==> src/rtl/conv_tap_sequencer_if.sv <==
// Tap bus from the convolution sequencer to the multiply/accumulate datapath.
// Plain valid/ready handshake: the payload is held stable while valid is high and ready is low.
interface conv_tap_sequencer_if #(
  parameter int COORD_W = 16,
  parameter int KSIZE_W = 4
);
  logic               tap_valid;
  logic               tap_ready;
  logic [1:0]         tap_chan;
  logic [COORD_W:0]   tap_x;
  logic [COORD_W:0]   tap_y;
  logic [KSIZE_W-1:0] tap_kx;
  logic [KSIZE_W-1:0] tap_ky;
  logic               tap_pad;
  logic               tap_first;
  logic               tap_last;

  modport master (
    output tap_valid, tap_chan, tap_x, tap_y, tap_kx, tap_ky, tap_pad, tap_first, tap_last,
    input  tap_ready
  );

  modport slave (
    input  tap_valid, tap_chan, tap_x, tap_y, tap_kx, tap_ky, tap_pad, tap_first, tap_last,
    output tap_ready
  );
endinterface

==> src/rtl/conv_tap_sequencer.sv <==
// Walks every (chan, y, x, ky, kx) tap of a 3-channel frame; first tap 2 cycles after start, done 1 cycle after the last one.
// Counters advance only on a tap handshake, so the payload holds while tap_ready is low.
module conv_tap_sequencer #(
  parameter int COORD_W = 16,
  parameter int KSIZE_W = 4
) (
  input  logic                Clk,
  input  logic                reset_n,
  input  logic                start,
  input  logic [COORD_W-1:0]  img_width,
  input  logic [COORD_W-1:0]  img_height,
  input  logic [KSIZE_W-1:0]  kernel_size,
  output logic                busy,
  output logic                done,
  output logic                err,
  conv_tap_sequencer_if.master tap
);

  localparam int XW = COORD_W + 2;

  typedef enum logic [1:0] {
    IDLE = 2'd0,
    LOAD = 2'd1,
    RUN  = 2'd2,
    DONE = 2'd3
  } state_t;

  state_t stateQ;
  state_t stateD;

  logic [COORD_W-1:0] cfgW;
  logic [COORD_W-1:0] cfgH;
  logic [KSIZE_W-1:0] cfgK;
  logic               errQ;

  logic [1:0]         chanQ;
  logic [COORD_W-1:0] yQ;
  logic [COORD_W-1:0] xQ;
  logic [KSIZE_W-1:0] kyQ;
  logic [KSIZE_W-1:0] kxQ;

  logic               cfgOk;
  logic [KSIZE_W-1:0] kLast;
  logic [KSIZE_W-1:0] center;
  logic [COORD_W-1:0] wLast;
  logic [COORD_W-1:0] hLast;
  logic               kxWrap;
  logic               kyWrap;
  logic               xWrap;
  logic               yWrap;
  logic               chanWrap;
  logic               lastTap;
  logic               xfer;
  logic               runValid;

  logic signed [XW-1:0] srcX;
  logic signed [XW-1:0] srcY;
  logic signed [XW-1:0] limW;
  logic signed [XW-1:0] limH;

  // An odd K is also a non-zero K.
  assign cfgOk  = (cfgW != '0) && (cfgH != '0) && cfgK[0];
  assign kLast  = cfgK - 1'b1;
  assign center = kLast >> 1;
  assign wLast  = cfgW - 1'b1;
  assign hLast  = cfgH - 1'b1;

  assign kxWrap   = (kxQ == kLast);
  assign kyWrap   = (kyQ == kLast);
  assign xWrap    = (xQ == wLast);
  assign yWrap    = (yQ == hLast);
  assign chanWrap = (chanQ == 2'd2);
  assign lastTap  = kxWrap && kyWrap && xWrap && yWrap && chanWrap;

  assign runValid = (stateQ == RUN);
  assign xfer     = runValid && tap.tap_ready;

  // Source coordinates carry two guard bits so the pad test cannot wrap.
  always_comb begin
    srcX = $signed({2'b00, xQ}) + $signed({{(XW-KSIZE_W){1'b0}}, kxQ})
         - $signed({{(XW-KSIZE_W){1'b0}}, center});
    srcY = $signed({2'b00, yQ}) + $signed({{(XW-KSIZE_W){1'b0}}, kyQ})
         - $signed({{(XW-KSIZE_W){1'b0}}, center});
    limW = $signed({2'b00, cfgW});
    limH = $signed({2'b00, cfgH});
  end

  assign tap.tap_chan = chanQ;
  assign tap.tap_x    = srcX[COORD_W:0];
  assign tap.tap_y    = srcY[COORD_W:0];
  assign tap.tap_kx   = kxQ;
  assign tap.tap_ky   = kyQ;
  assign tap.tap_pad  = (srcX < 0) || (srcX >= limW) || (srcY < 0) || (srcY >= limH);
  assign err          = errQ;

  always_ff @(posedge Clk or negedge reset_n) begin
    if (!reset_n) begin
      stateQ <= IDLE;
    end else begin
      stateQ <= stateD;
    end
  end

  always_comb begin
    stateD        = stateQ;
    busy          = 1'b0;
    done          = 1'b0;
    tap.tap_valid = 1'b0;
    tap.tap_first = 1'b0;
    tap.tap_last  = 1'b0;
    unique case (stateQ)
      IDLE: begin
        if (start) begin
          stateD = LOAD;
        end
      end
      LOAD: begin
        busy   = 1'b1;
        stateD = cfgOk ? RUN : DONE;
      end
      RUN: begin
        busy          = 1'b1;
        tap.tap_valid = 1'b1;
        tap.tap_first = (kxQ == '0) && (kyQ == '0);
        tap.tap_last  = kxWrap && kyWrap;
        if (xfer && lastTap) begin
          stateD = DONE;
        end
      end
      DONE: begin
        done   = 1'b1;
        stateD = IDLE;
      end
      default: begin
        stateD = IDLE;
      end
    endcase
  end

  always_ff @(posedge Clk or negedge reset_n) begin
    if (!reset_n) begin
      cfgW  <= '0;
      cfgH  <= '0;
      cfgK  <= '0;
      errQ  <= 1'b0;
      chanQ <= '0;
      yQ    <= '0;
      xQ    <= '0;
      kyQ   <= '0;
      kxQ   <= '0;
    end else begin
      if ((stateQ == IDLE) && start) begin
        cfgW  <= img_width;
        cfgH  <= img_height;
        cfgK  <= kernel_size;
        errQ  <= 1'b0;
        chanQ <= '0;
        yQ    <= '0;
        xQ    <= '0;
        kyQ   <= '0;
        kxQ   <= '0;
      end

      if ((stateQ == LOAD) && !cfgOk) begin
        errQ <= 1'b1;
      end

      // Odometer: kx innermost, each wrap carries outward; the final tap leaves all at zero.
      if (xfer) begin
        if (!kxWrap) begin
          kxQ <= kxQ + 1'b1;
        end else begin
          kxQ <= '0;
          if (!kyWrap) begin
            kyQ <= kyQ + 1'b1;
          end else begin
            kyQ <= '0;
            if (!xWrap) begin
              xQ <= xQ + 1'b1;
            end else begin
              xQ <= '0;
              if (!yWrap) begin
                yQ <= yQ + 1'b1;
              end else begin
                yQ    <= '0;
                chanQ <= chanWrap ? 2'd0 : chanQ + 1'b1;
              end
            end
          end
        end
      end
    end
  end

endmodule

==> src/flat_wrapper.sv <==
// flat-port wrapper written by rule: the top's interface ports become plain ports
module conv_tap_sequencer_flat 
#(
  parameter int COORD_W = 16,
  parameter int KSIZE_W = 4
)
  (Clk, reset_n, start, img_width, img_height, kernel_size, busy, done, err, tap_tap_valid, tap_tap_chan, tap_tap_x, tap_tap_y, tap_tap_kx, tap_tap_ky, tap_tap_pad, tap_tap_first, tap_tap_last, tap_tap_ready);
  conv_tap_sequencer_if #(.COORD_W(COORD_W), .KSIZE_W(KSIZE_W)) tap_i ();
  input  logic Clk;
  input  logic reset_n;
  input  logic start;
  input  logic [COORD_W-1:0] img_width;
  input  logic [COORD_W-1:0] img_height;
  input  logic [KSIZE_W-1:0] kernel_size;
  output logic busy;
  output logic done;
  output logic err;
  output wire logic [$bits(tap_i.tap_valid)-1:0] tap_tap_valid;
  output wire logic [$bits(tap_i.tap_chan)-1:0] tap_tap_chan;
  output wire logic [$bits(tap_i.tap_x)-1:0] tap_tap_x;
  output wire logic [$bits(tap_i.tap_y)-1:0] tap_tap_y;
  output wire logic [$bits(tap_i.tap_kx)-1:0] tap_tap_kx;
  output wire logic [$bits(tap_i.tap_ky)-1:0] tap_tap_ky;
  output wire logic [$bits(tap_i.tap_pad)-1:0] tap_tap_pad;
  output wire logic [$bits(tap_i.tap_first)-1:0] tap_tap_first;
  output wire logic [$bits(tap_i.tap_last)-1:0] tap_tap_last;
  input wire logic [$bits(tap_i.tap_ready)-1:0] tap_tap_ready;
  assign tap_tap_valid = tap_i.tap_valid;
  assign tap_tap_chan = tap_i.tap_chan;
  assign tap_tap_x = tap_i.tap_x;
  assign tap_tap_y = tap_i.tap_y;
  assign tap_tap_kx = tap_i.tap_kx;
  assign tap_tap_ky = tap_i.tap_ky;
  assign tap_tap_pad = tap_i.tap_pad;
  assign tap_tap_first = tap_i.tap_first;
  assign tap_tap_last = tap_i.tap_last;
  assign tap_i.tap_ready = tap_tap_ready;
  conv_tap_sequencer #(.COORD_W(COORD_W), .KSIZE_W(KSIZE_W)) u_core (.Clk(Clk), .reset_n(reset_n), .start(start), .img_width(img_width), .img_height(img_height), .kernel_size(kernel_size), .busy(busy), .done(done), .err(err), .tap(tap_i));
endmodule
==> config.mk <==
export PLATFORM = sky130hd
export DESIGN_NAME = conv_tap_sequencer_flat
export DESIGN_NICKNAME = d
export VERILOG_FILES = /design/src/rtl/conv_tap_sequencer_if.sv /design/src/rtl/conv_tap_sequencer.sv /design/src/flat_wrapper.sv
export SDC_FILE = /design/constraint.sdc
export NUM_CORES = 1
export LEC_CHECK = 0
export ABC_AREA = 1
export BUFFER_PORTS_ARGS = -buffer_cell sky130_fd_sc_hd__buf_2
export CAP_MARGIN = 15
export CORE_MARGIN = 3
export CORE_UTILIZATION = 55
export CTS_CLUSTER_SIZE = 8
export DETAILED_ROUTE_END_ITERATION = 10
export HOLD_SLACK_MARGIN = 0.03
export PLACE_DENSITY = 0.77
export RECOVER_POWER = 25
export SYNTH_ARGS = -nofsm -noshare
export SYNTH_HDL_FRONTEND = slang
export SYNTH_SLANG_ARGS = --single-unit
==> constraint.sdc <==
create_clock -name Clk -period 4.38 [get_ports Clk]
set_input_delay 0.657 -clock Clk [delete_from_list [all_inputs] [get_ports Clk]]
set_output_delay 0.657 -clock Clk [all_outputs]
set_load 0.05 [all_outputs]
==> PnR_summary.wiki, run 1 <==
{| class="wikitable"
! Metric !! Value
|-
| Post-synthesis cell type with the largest combined area || sky130_fd_sc_hd__dfrtp_1
|-
| Number of nets with antenna violations after detailed routing || 0
|-
| Longest Clk Path Bufs || 2
|-
| Placed wire-length estimate || 17.5 mm
|-
| WL per Instance || 17.9 um
|-
| Final instance area || 11,000 um2
|-
| Share of synthesized flip-flops with an asynchronous set or reset || 1.00
|-
| Max-Slew Margin vs Limit || -1.01
|-
| Post-synth cell types || 48
|-
| CTS root buf || sky130_fd_sc_hd__clkbuf_16
|-
| Remaining design rule violation count || 0
|-
| Top Layer Used || met4
|-
| Area added between synthesis and finish || 37.0%
|-
| Total standard cell area after synthesis || approximately 8000 um2
|-
| Port buffer count || 90
|-
| Kind of end point of the critical path || output port
|-
| Slowest CP cell || sky130_fd_sc_hd__dfrtp_1
|-
| CP Data Required Time || roughly 3700 ps
|-
| Clock transition at the registers of the reported paths || approximately 70 ps
|-
| Cell depth of the worst flop-to-flop path || 34
|-
| Total cell area at the placement stage || roughly 9500 um2
|-
| Number of flops mapped to enable cells by yosys || 0
|-
| Max capacitance violation total || 1
|-
| Via count of the first global-routing pass || between 8,000 and 9,000
|-
| Slew at the pin closest to its max-slew limit || around 3000 ps
|-
| Cells taking the most area after synthesis || sky130_fd_sc_hd__dfrtp_1 25%, sky130_fd_sc_hd__ha_1 17%, sky130_fd_sc_hd__nand2_1 12%
|-
| Syn_area_per_cell || just over 7 um2
|-
| Count of inserted antenna diode cells || 0
|-
| Met2 layer wire length in the routed design || around 13 mm
|-
| Setup violations, final || 45
|-
| Launch point of the worst reg-to-reg path || u_core.cfgK[0]$_DFFE_PN0P_
|-
| Count of synthesis-stage warnings from yosys || 0
|-
| Setup repair after global routing missed its margin || yes
|-
| Maximum fanout along the worst path || 4
|-
| Register-to-register path setup slack || -470 ps
|-
| Fmax || slightly below 0.2 GHz
|-
| Post-cts hold buffer count || 0
|-
| Seq cells post-synth || just over 80
|-
| Clk_skew || approximately 14 ps
|-
| Placed cell count || 1,443
|-
| Run status || finished, violations left
|-
| Start point of the critical path || u_core.cfgK[1]$_DFFE_PN0P_
|-
| TritonCTS clock tree || done
|-
| Initial antenna violation count || 0
|-
| Ratio of final minimum period to clock period || 1.18
|-
| Number of nets in the synthesized netlist || ~1,300
|-
| Total core area || roughly 14,000 um2
|-
| Nature of the critical path startpoint || flip-flop
|-
| Non-filler cells, final || 1,516
|-
| Overall track demand over capacity in global routing || 0.299
|-
| Share of the synthesized area in the top cell type || 0.253
|-
| Count of H-tree levels built during CTS || 3
|-
| Detailed-routed wire length on met3 || about 1.9 mm
|-
| Longest individual stage delay on the worst path || around 400 ps
|-
| Worst setup path end || tap_tap_pad
|-
| Die Footprint || 16,100 um2
|-
| Wire length reported by the detailed router || about 27 mm
|-
| Clock insertion delay at the later pin of the skew report || between 300 and 400 ps
|-
| Initial cell density of the core || 0.571
|-
| CP Class || flip-flop to output port
|-
| Height of the die || around 130 um
|-
| Layout Utilization || 0.782
|-
| Max-slew violation count || 50
|-
| Maximum number of pins on one net before global-route repair || 50
|-
| TritonRoute pass-1 iters || 6
|-
| Gpl congestion || 0.949
|-
| Share of cells above drive strength 1 || 0.299
|-
| Row count || 43
|-
| Number of failing hold endpoints at the final stage || 0
|-
| Sink count of the clock tree || between 80 and 90
|-
| Total CTS buffers || 9
|-
| Die Width || roughly 130 um
|-
| Violations in the final reports || max-capacitance violations, max-slew violations, negative setup slack
|-
| Grt ovf || 0
|-
| Detailed Route Iter0 Violations || around 950
|-
| Vias after detailed routing || roughly 8,700
|-
| Most common flop cell mapped by yosys || sky130_fd_sc_hd__dfrtp_1
|-
| Worst-case setup margin in the final layout || -807 ps
|-
| Share of synthesized area occupied by flip-flops and latches || 0.253
|-
| Critical register-to-register path endpoint || u_core.yQ[3]$_DFF_PN0_
|-
| Worst hold path type || flip-flop to flip-flop
|-
| Number of cells produced by synthesis || 1,107
|-
| IO Pins || slightly above 90
|-
| Critical Path AT || 4530 ps
|-
| Final nets || 1,483
|-
| M1 WL || between 10 and 15 mm
|-
| Post-route minimum period || 5190 ps
|-
| First-pass GRT wire length || 39.0 mm
|-
| Post-detailed-route via-to-cell ratio || 5.72
|}
[worst max-delay path, delay by kind of cell, from the launching register on]
kind                     cells  cell delay (ps)
XOR/XNOR                     2              340
AND/OR/NAND/NOR             10             1260
flip-flops                   1              400
buffers and inverters        4              480
AO/OA/AOI/OAI                6              870
adder cells (fa/ha/maj)      3              810
[cells in the mapped netlist (all sizes together) (2+ instances only)]
cell,instances
nand2,253
inv,169
ha,108
nor2,95
o21ai,85
dfrtp,81
nand3,81
xor2,65
a21oi,47
xnor2,20
nand4,18
o22ai,15
nor3,11
clkbuf,9
buf,6
nor4,6
o21bai,6
a31oi,5
fa,4
nand3b,3
o211ai,3
a211oi,2
a21boi,2
a21o,2
o221ai,2
o31ai,2
or2,2
[worst min-delay path by stage]
stage	start	endpoint	slack (ps)	cells past startpoint
after CTS	reset_n	u_core.cfgH[11]$_DFFE_PN0P_	370	1
after global routing	img_height[2]	u_core.cfgH[2]$_DFFE_PN0P_	510	3
after floorplan	reset_n	u_core.cfgH[0]$_DFFE_PN0P_	360	0
after global placement	u_core.err$_DFFE_PN0P_	u_core.err$_DFFE_PN0P_	470	2
after detailed placement	u_core.err$_DFFE_PN0P_	u_core.err$_DFFE_PN0P_	470	2
final	u_core.err$_DFFE_PN0P_	u_core.err$_DFFE_PN0P_	500	2
[per-layer routing]
metal  vias up  global-route usage
met5         -                   0
met4         0               0.107
met3       112              0.0552
met2       431               0.488
met1      4095               0.400
li1       4040                   -
[logic make-up after synthesis]
group,after synthesis,synth area share
xor gates and xnor gates,85,0.0929
and+or+nand+nor,470,0.261
DFF,81,0.253
buffers and inverters,185,0.0893
AOI/OAI and AO/OA,174,0.125
adders and majority gates,112,0.179
[layout make-up]
type                            instances  area, um2
Multi-Input combinational cell        842       6150
Fill cell                             957       3060
Sequential cell                        81       2030
Timing Repair Buffer                  226       1610
Inverter                              170        648
Clock buffer                           10        239
Tap cell                              180        225
Clock inverter                          6       67.6
Timing Repair inverter                  1       7.51
[cell usage in the layout (no fill, tap or decap), types with 4 or more instances in the layout]
master                      count
sky130_fd_sc_hd__inv_2          7
sky130_fd_sc_hd__o21ai_1        7
sky130_fd_sc_hd__nand4_1       18
sky130_fd_sc_hd__nand2_4        5
sky130_fd_sc_hd__nand2_2       18
sky130_fd_sc_hd__xor2_2         9
sky130_fd_sc_hd__nand3_2        9
sky130_fd_sc_hd__o21bai_1       4
sky130_fd_sc_hd__nor2_1        74
sky130_fd_sc_hd__a21oi_1       34
sky130_fd_sc_hd__nor4_1         4
sky130_fd_sc_hd__nor3_1         8
sky130_fd_sc_hd__nor2_2        11
sky130_fd_sc_hd__o21ai_2       16
sky130_fd_sc_hd__inv_1        160
sky130_fd_sc_hd__buf_4        121
sky130_fd_sc_hd__ha_1          96
sky130_fd_sc_hd__o21ai_4        4
sky130_fd_sc_hd__buf_2         76
sky130_fd_sc_hd__dfrtp_1       81
sky130_fd_sc_hd__clkbuf_16      9
sky130_fd_sc_hd__nand2_1      228
sky130_fd_sc_hd__a31oi_1        4
sky130_fd_sc_hd__xnor2_1       17
sky130_fd_sc_hd__nand3_1       71
sky130_fd_sc_hd__o21ai_0       58
sky130_fd_sc_hd__ha_4          11
sky130_fd_sc_hd__xor2_4         8
sky130_fd_sc_hd__o22ai_2       11
sky130_fd_sc_hd__clkbuf_4       4
sky130_fd_sc_hd__a21oi_2       10
sky130_fd_sc_hd__xor2_1        48
sky130_fd_sc_hd__buf_6         20
sky130_fd_sc_hd__nor2_4         9
[through the flow]
stage,TNS [ps],worst slack [ps],hold slack (ps)
final,-16910,-807,498
after global routing,-24840,-1050,505
after CTS,-6790,-767,369
after detailed placement,-516,-516,467
after global placement,-357,-357,472
after floorplan,-677,-677,361
[flip-flops by register name, summed over array words and instances, names as in the netlist]
name / cells
u_core.cfgH: 16
u_core.tap.tap_ky: 4
u_core.yQ: 16
u_core.cfgW: 16
u_core.tap.tap_chan: 2
u_core.stateQ: 2
u_core.tap.tap_kx: 4
u_core.xQ: 16
u_core.cfgK: 4
u_core.err: 1
[what timing repair did]
item / in CTS / in global routing
gates cloned: 0 / 2
pin swaps: 20 / 42
buffers inserted: 33 / 23
gates resized for setup: 39 / 130
endpoints found under the setup margin: 8 / 61
Power of run 1 is not shown: default switching activity piles up to over one toggle a cycle in this logic, so the estimate is an artifact.
==> run 2: changes to the inputs <==
- CORE_UTILIZATION: 55 -> 25
- PLACE_DENSITY: 0.77 -> 0.39
- clock period: 4.38 -> 6.6 ns (I/O delays scaled with it)
==> PnR_summary.wiki, run 2 (synthesis results as in run 1) <==
{| class="wikitable"
! Metric !! Value
|-
| Family with the most delay on the worst path || simple AND/OR/NAND/NOR gates (unchanged)
|-
| Hold Slack || 483 ps (was 498 ps)
|-
| Quantity of gates resized following cts || 0 (was 39)
|-
| Post-detailed-route via-to-cell ratio || 4.56 (was 5.72)
|-
| Fmax || between 0.15 and 0.2 GHz
|-
| IO Pins || 91 (unchanged)
|-
| Count of inserted antenna diode cells || 0 (unchanged)
|-
| Grt ovf || 0 (unchanged)
|-
| Overall track demand over capacity in global routing || 0.154 (was 0.299)
|-
| Total core area || 31,100 um2 (was 14,000 um2)
|-
| Port buffer count || 90 (unchanged)
|-
| Layout Utilization || 0.296 (was 0.782)
|-
| Run status || finished, violations left (unchanged)
|-
| Number of failing hold endpoints at the final stage || 0 (unchanged)
|-
| Row count || 64 (was 43)
|-
| Sink count of the clock tree || 81 (unchanged)
|-
| Die Width || 185 um (was 127 um)
|-
| Remaining design rule violation count || 0 (unchanged)
|-
| Post-route minimum period || roughly 6000 ps
|-
| Total CTS buffers || 9 (unchanged)
|-
| Setup violations, final || 0 (was 45)
|-
| Maximum number of pins on one net before global-route repair || 60 (was 50)
|-
| Total buffers and inverters traversed by the critical path || 3 (was 4)
|-
| Post-CTS setup buffer count || 0 (was 33)
|-
| Post-placement setup slack || 725 ps (was -516 ps)
|-
| Via count of the first global-routing pass || 7,360 (was 8,129)
|-
| Wire length reported by the detailed router || 25.6 mm (was 27.1 mm)
|-
| Kind of end point of the critical path || output port (unchanged)
|-
| Leading cell type in the layout, fill and taps excluded || sky130_fd_sc_hd__nand2_1 (unchanged)
|-
| Longest individual stage delay on the worst path || 480 ps (was 400 ps)
|-
| TritonCTS clock tree || done (unchanged)
|-
| CTS root buf || sky130_fd_sc_hd__clkbuf_16 (unchanged)
|-
| Detailed Route Iter0 Violations || 403 (was 954)
|-
| First-pass GRT wire length || 41.1 mm (was 39.0 mm)
|-
| Post-cts hold buffer count || 0 (unchanged)
|-
| Height of the die || 185 um (was 127 um)
|-
| Worst hold path type || flip-flop to flip-flop (unchanged)
|-
| Area added between synthesis and finish || 14.8% (was 37.0%)
|-
| Max-Slew Margin vs Limit || -1.52 (was -1.01)
|-
| Maximum fanout along the worst path || 5 (was 4)
|-
| Clk_skew || 13.3 ps (was 13.6 ps)
|-
| Initial cell density of the core || 0.258 (was 0.571)
|-
| Register-to-register path setup slack || 3280 ps (was -470 ps)
|-
| Vias after detailed routing || 7,272 (was 8,678)
|-
| Number of nets with antenna violations after detailed routing || 0 (unchanged)
|-
| Clock insertion delay at the later pin of the skew report || 360 ps (about the same)
|-
| Setup repair after global routing missed its margin || no (was yes)
|-
| Slew at the pin closest to its max-slew limit || 3770 ps (was 3010 ps)
|-
| WL per Instance || 16.1 um (was 17.9 um)
|-
| Clock transition at the registers of the reported paths || 70 ps (about the same)
|-
| Placed wire-length estimate || 20.7 mm (was 17.5 mm)
|-
| Fill cells || 3,469 (was 957)
|-
| Final nets || 1,348 (was 1,483)
|-
| Slowest CP cell || sky130_fd_sc_hd__fa_1 (was sky130_fd_sc_hd__dfrtp_1)
|-
| Die Footprint || 34,200 um2 (was 16,100 um2)
|-
| Count of H-tree levels built during CTS || 3 (unchanged)
|-
| Longest Clk Path Bufs || 2 (unchanged)
|-
| Gpl congestion || 0.805 (was 0.949)
|-
| CP Class || flip-flop to output port (unchanged)
|-
| Setup TNS after final layout || 0 ps (was -16,910 ps)
|-
| Max-slew violation count || 60 (was 50)
|-
| Nature of the critical path startpoint || flip-flop (unchanged)
|-
| TritonRoute pass-1 iters || 6 (unchanged)
|-
| Critical Path AT || 5010 ps (was 4530 ps)
|-
| Most used cells in the layout excluding fill and tap cells || 248 x sky130_fd_sc_hd__nand2_1, 167 x sky130_fd_sc_hd__inv_1, 108 x sky130_fd_sc_hd__ha_1, 89 x sky130_fd_sc_hd__buf_2, 82 x sky130_fd_sc_hd__nor2_1 (was 228 x sky130_fd_sc_hd__nand2_1, 160 x sky130_fd_sc_hd__inv_1, 121 x sky130_fd_sc_hd__buf_4, 96 x sky130_fd_sc_hd__ha_1, 81 x sky130_fd_sc_hd__dfrtp_1)
|-
| CP Data Required Time || 5610 ps (was 3720 ps)
|-
| Ratio of final minimum period to clock period || 0.909
|-
| Initial antenna violation count || 1 (was 0)
|-
| Violations in the final reports || max-capacitance violations, max-slew violations (was max-capacitance violations, max-slew violations, negative setup slack)
|-
| Share of cells above drive strength 1 || 0.118 (was 0.299)
|-
| Worst-case setup margin in the final layout || 603 ps (was -807 ps)
|-
| Max capacitance violation total || 1 (unchanged)
|}
==> run 2: cell types whose count changed in the layout (fill, tap and decap cells not counted), sizes merged <==
cell	before	now
inv	168	169
clkinv	5	3
clkinvlp	3	0
nand2	254	253
buf	221	90
==> run 2: final timing paths <==
path / endpoint / depth (start not counted) / start
min reg2reg: u_core.err$_DFFE_PN0P_ / 2 / u_core.err$_DFFE_PN0P_
max: tap_tap_pad / 25 / u_core.cfgK[0]$_DFFE_PN0P_
min: u_core.err$_DFFE_PN0P_ / 2 / u_core.err$_DFFE_PN0P_
max reg2reg: u_core.cfgH[15]$_DFFE_PN0P_ / 8 / u_core.stateQ[1]$_DFFE_PN0P_
max in group asynchronous: u_core.yQ[0]$_DFF_PN0_ / 2 / reset_n
min in group asynchronous: u_core.cfgW[6]$_DFFE_PN0P_ / 1 / reset_n
==> run 2: through the flow <==
stage / area, um2 / instances
floorplan: 8010 / 1107
global placement: 8910 / 1581
detailed placement: 8910 / 1581
CTS: 9200 / 1596
global route: 9200 / 1596
finish: 9200 / 1596
==> run 2: layout make-up <==
cell class	instances	area (um2)	area share
inverters	170	638	0.0694
repair buffers	93	464	0.0505
clock inverters	3	40.0	0.00435
multi-input cells	841	5280	0.574
clock buffers	12	256	0.0279
flip-flops and latches	81	2030	0.220
well taps	396	495	0.0539
==> run 2: per-layer routing <==
metal	track usage	vias up	routed length, um
met5	0	-	0
met4	0.0336	0	291
met3	0.0247	19	806
met2	0.254	109	11800
met1	0.212	3352	12700
li1	-	3792	-
==> run 2: worst reg2reg max path: stages (launching register included) <==
cell	delay, ps
sky130_fd_sc_hd__dfrtp_1	410
sky130_fd_sc_hd__inv_1	110
sky130_fd_sc_hd__ha_1	200
sky130_fd_sc_hd__nand2_1	60
sky130_fd_sc_hd__clkbuf_1	910
sky130_fd_sc_hd__inv_1	660
sky130_fd_sc_hd__buf_4	490
sky130_fd_sc_hd__nand2_1	230
sky130_fd_sc_hd__o21ai_0	110
Power of run 2 is left out for the same reason.
==> run 3: changes to the inputs <==
- clock period: 6.6 -> 5.75 ns (I/O delays scaled with it)
==> PnR_summary.wiki, run 3 (synthesis results as in run 1) <==
{| class="wikitable"
! Metric !! Value
|-
| Run status || finished, violations left (unchanged)
|-
| Violations in the final reports || max-capacitance violations, max-slew violations (unchanged)
|-
| CP Class || flip-flop to output port (unchanged)
|-
| Post-route minimum period || 5400 ps
|-
| Number of failing hold endpoints at the final stage || 0 (unchanged)
|-
| Fmax || ~0.19 GHz
|-
| Sequential cell area || 2030 um2 (about the same)
|-
| Area added between synthesis and finish || 18.6% (was 14.8%)
|-
| Leading cell type in the layout, fill and taps excluded || sky130_fd_sc_hd__nand2_1 (unchanged)
|-
| Maximum fanout along the worst path || 5 (unchanged)
|-
| Worst hold path type || flip-flop to flip-flop (unchanged)
|-
| Max-slew violation count || 35 (was 60)
|-
| CTS root buf || sky130_fd_sc_hd__clkbuf_16 (unchanged)
|-
| Critical Path AT || 4540 ps (was 5010 ps)
|-
| Remaining design rule violation count || 0 (unchanged)
|-
| Post-detailed-route via-to-cell ratio || 4.53 (was 4.56)
|-
| Maximum number of pins on one net before global-route repair || 49 (was 60)
|-
| Clock transition at the registers of the reported paths || 70 ps (about the same)
|-
| Post-cts hold buffer count || 0 (unchanged)
|-
| Family with the most delay on the worst path || simple AND/OR/NAND/NOR gates (unchanged)
|-
| Nature of the critical path startpoint || flip-flop (unchanged)
|-
| Worst-case setup margin in the final layout || 345 ps (was 603 ps)
|-
| Most frequent cell on the critical path || sky130_fd_sc_hd__nand4_1
|-
| Clk_skew || 19.8 ps (was 13.3 ps)
|-
| Ratio of final minimum period to clock period || 0.940
|-
| Most used cells in the layout excluding fill and tap cells || 247 x sky130_fd_sc_hd__nand2_1, 166 x sky130_fd_sc_hd__inv_1, 103 x sky130_fd_sc_hd__ha_1, 88 x sky130_fd_sc_hd__buf_2, 82 x sky130_fd_sc_hd__nor2_1 (was 248 x sky130_fd_sc_hd__nand2_1, 167 x sky130_fd_sc_hd__inv_1, 108 x sky130_fd_sc_hd__ha_1, 89 x sky130_fd_sc_hd__buf_2, 82 x sky130_fd_sc_hd__nor2_1)
|-
| Wire length reported by the detailed router || 26.0 mm (was 25.6 mm)
|-
| Area occupied by multi-input gates || 5470 um2 (was 5280 um2)
|-
| Total CTS buffers || 9 (unchanged)
|-
| Gpl congestion || 0.800 (was 0.805)
|-
| Overall track demand over capacity in global routing || 0.155 (was 0.154)
|-
| Detailed Route Iter0 Violations || 326 (was 403)
|-
| First-pass GRT wire length || 40.9 mm (was 41.1 mm)
|-
| Total buffers and inverters traversed by the critical path || 3 (unchanged)
|-
| Vias after detailed routing || 7,293 (was 7,272)
|-
| IO Pins || 91 (unchanged)
|-
| Longest individual stage delay on the worst path || 470 ps (was 480 ps)
|-
| Slowest CP cell || sky130_fd_sc_hd__fa_2 (was sky130_fd_sc_hd__fa_1)
|-
| Port buffer count || 90 (unchanged)
|-
| CP Data Required Time || 4890 ps (was 5610 ps)
|-
| Count of inserted antenna diode cells || 0 (unchanged)
|-
| Row count || 64 (unchanged)
|-
| Height of the die || 185 um (unchanged)
|-
| Setup violations, final || 0 (unchanged)
|-
| Die Footprint || 34,200 um2 (unchanged)
|-
| Grt ovf || 0 (unchanged)
|-
| Setup TNS after final layout || 0 ps (unchanged)
|-
| Via count of the first global-routing pass || 7,202 (was 7,360)
|-
| Longest Clk Path Bufs || 2 (unchanged)
|-
| Sink count of the clock tree || 81 (unchanged)
|-
| TritonCTS clock tree || done (unchanged)
|-
| Max capacitance violation total || 1 (unchanged)
|-
| Max-Slew Margin vs Limit || -0.421 (was -1.52)
|-
| WL per Instance || 16.1 um (about the same)
|-
| Number of nets with antenna violations after detailed routing || 0 (unchanged)
|-
| Placed wire-length estimate || 20.9 mm (was 20.7 mm)
|-
| Initial cell density of the core || 0.258 (unchanged)
|-
| Initial antenna violation count || 0 (was 1)
|-
| Total core area || 31,100 um2 (unchanged)
|-
| Share of cells above drive strength 1 || 0.157 (was 0.118)
|-
| Die Width || 185 um (unchanged)
|-
| Slew at the pin closest to its max-slew limit || 2130 ps (was 3770 ps)
|-
| TritonRoute pass-1 iters || 4 (was 6)
|-
| Final nets || 1,362 (was 1,348)
|-
| Clock insertion delay at the later pin of the skew report || 360 ps (about the same)
|-
| Count of H-tree levels built during CTS || 3 (unchanged)
|-
| Kind of end point of the critical path || output port (unchanged)
|-
| Fill cells || 3,481 (was 3,469)
|-
| Post-placement setup slack || 131 ps (was 725 ps)
|}
==> run 3: cell types whose count changed in the layout (fill, tap and decap cells not counted), moves of 3 or more <==
| cell | delta |
|---|---|
| sky130_fd_sc_hd__xor2_2 | +8 |
| sky130_fd_sc_hd__a21oi_2 | +5 |
| sky130_fd_sc_hd__buf_4 | +15 |
| sky130_fd_sc_hd__a21oi_1 | -5 |
| sky130_fd_sc_hd__o21ai_0 | -3 |
| sky130_fd_sc_hd__fa_2 | +3 |
| sky130_fd_sc_hd__xor2_1 | -8 |
| sky130_fd_sc_hd__ha_1 | -5 |
| sky130_fd_sc_hd__fa_1 | -3 |
| sky130_fd_sc_hd__ha_2 | +3 |
==> run 3: cell type report <==
| type | count | area share |
|---|---|---|
| inverters | 170 | 0.0671 |
| clock inverters | 3 | 0.00421 |
| repair buffers | 107 | 0.0611 |
| well taps | 396 | 0.0521 |
| clock buffers | 12 | 0.0270 |
| flip-flops and latches | 81 | 0.213 |
| multi-input cells | 841 | 0.575 |
==> run 3: metal layers <==
metal  vias to the layer above  wire [um]  track usage  part of all wire
met1                      3377      12600        0.209              0.48
li1                       3806          -            -                 -
met4                         0        293       0.0321             0.011
met2                        97      12300        0.262              0.48
met5                         -          0            0                 0
met3                        13        766       0.0249             0.029
==> run 3: path summary, 6_finish.rpt <==
| kind | startpoint | end | slack (ps) | cells after the start |
|---|---|---|---|---|
| max reg2reg | u_core.cfgH[0]$_DFFE_PN0P_ | u_core.yQ[15]$_DFF_PN0_ | 2670 | 13 |
| max | u_core.cfgK[0]$_DFFE_PN0P_ | tap_tap_pad | 350 | 25 |
| min reg2reg | u_core.err$_DFFE_PN0P_ | u_core.err$_DFFE_PN0P_ | 490 | 2 |
| max in group asynchronous | reset_n | u_core.cfgK[0]$_DFFE_PN0P_ | 2190 | 2 |
| min in group asynchronous | reset_n | u_core.xQ[5]$_DFF_PN0_ | 1120 | 1 |
| min | u_core.err$_DFFE_PN0P_ | u_core.err$_DFFE_PN0P_ | 490 | 2 |
==> run 3: stage by stage <==
step,std cells,utilization,hold slack [ps],area [um2]
final,1610,0.306,493,9510
after global routing,1610,0.306,531,9510
after CTS,1599,0.298,475,9270
after detailed placement,1584,0.288,479,8960
after global placement,1584,0.288,477,8960
after floorplan,1107,-,494,8040
==> run 3: worst register-to-register path: stages (launching register included) <==
cell	delay (ps)
sky130_fd_sc_hd__dfrtp_1	390
sky130_fd_sc_hd__inv_1	120
sky130_fd_sc_hd__ha_1	230
sky130_fd_sc_hd__nand2_1	140
sky130_fd_sc_hd__nor2_1	330
sky130_fd_sc_hd__nand3_1	340
sky130_fd_sc_hd__inv_1	120
sky130_fd_sc_hd__nand2_1	70
sky130_fd_sc_hd__xor2_1	170
sky130_fd_sc_hd__nand4_1	190
sky130_fd_sc_hd__nor2_2	330
sky130_fd_sc_hd__nor2_4	90
sky130_fd_sc_hd__inv_2	300
sky130_fd_sc_hd__o21ai_0	140
==> run 3: repair_timing <==
action / CTS / global route
pin swaps: 0 / 14
endpoints found under the hold margin: 0 / 0
endpoints found under the setup margin: 1 / 1
setup buffers: 0 / 11
gates resized for setup: 5 / 33
Power of run 3 is left out for the same reason.
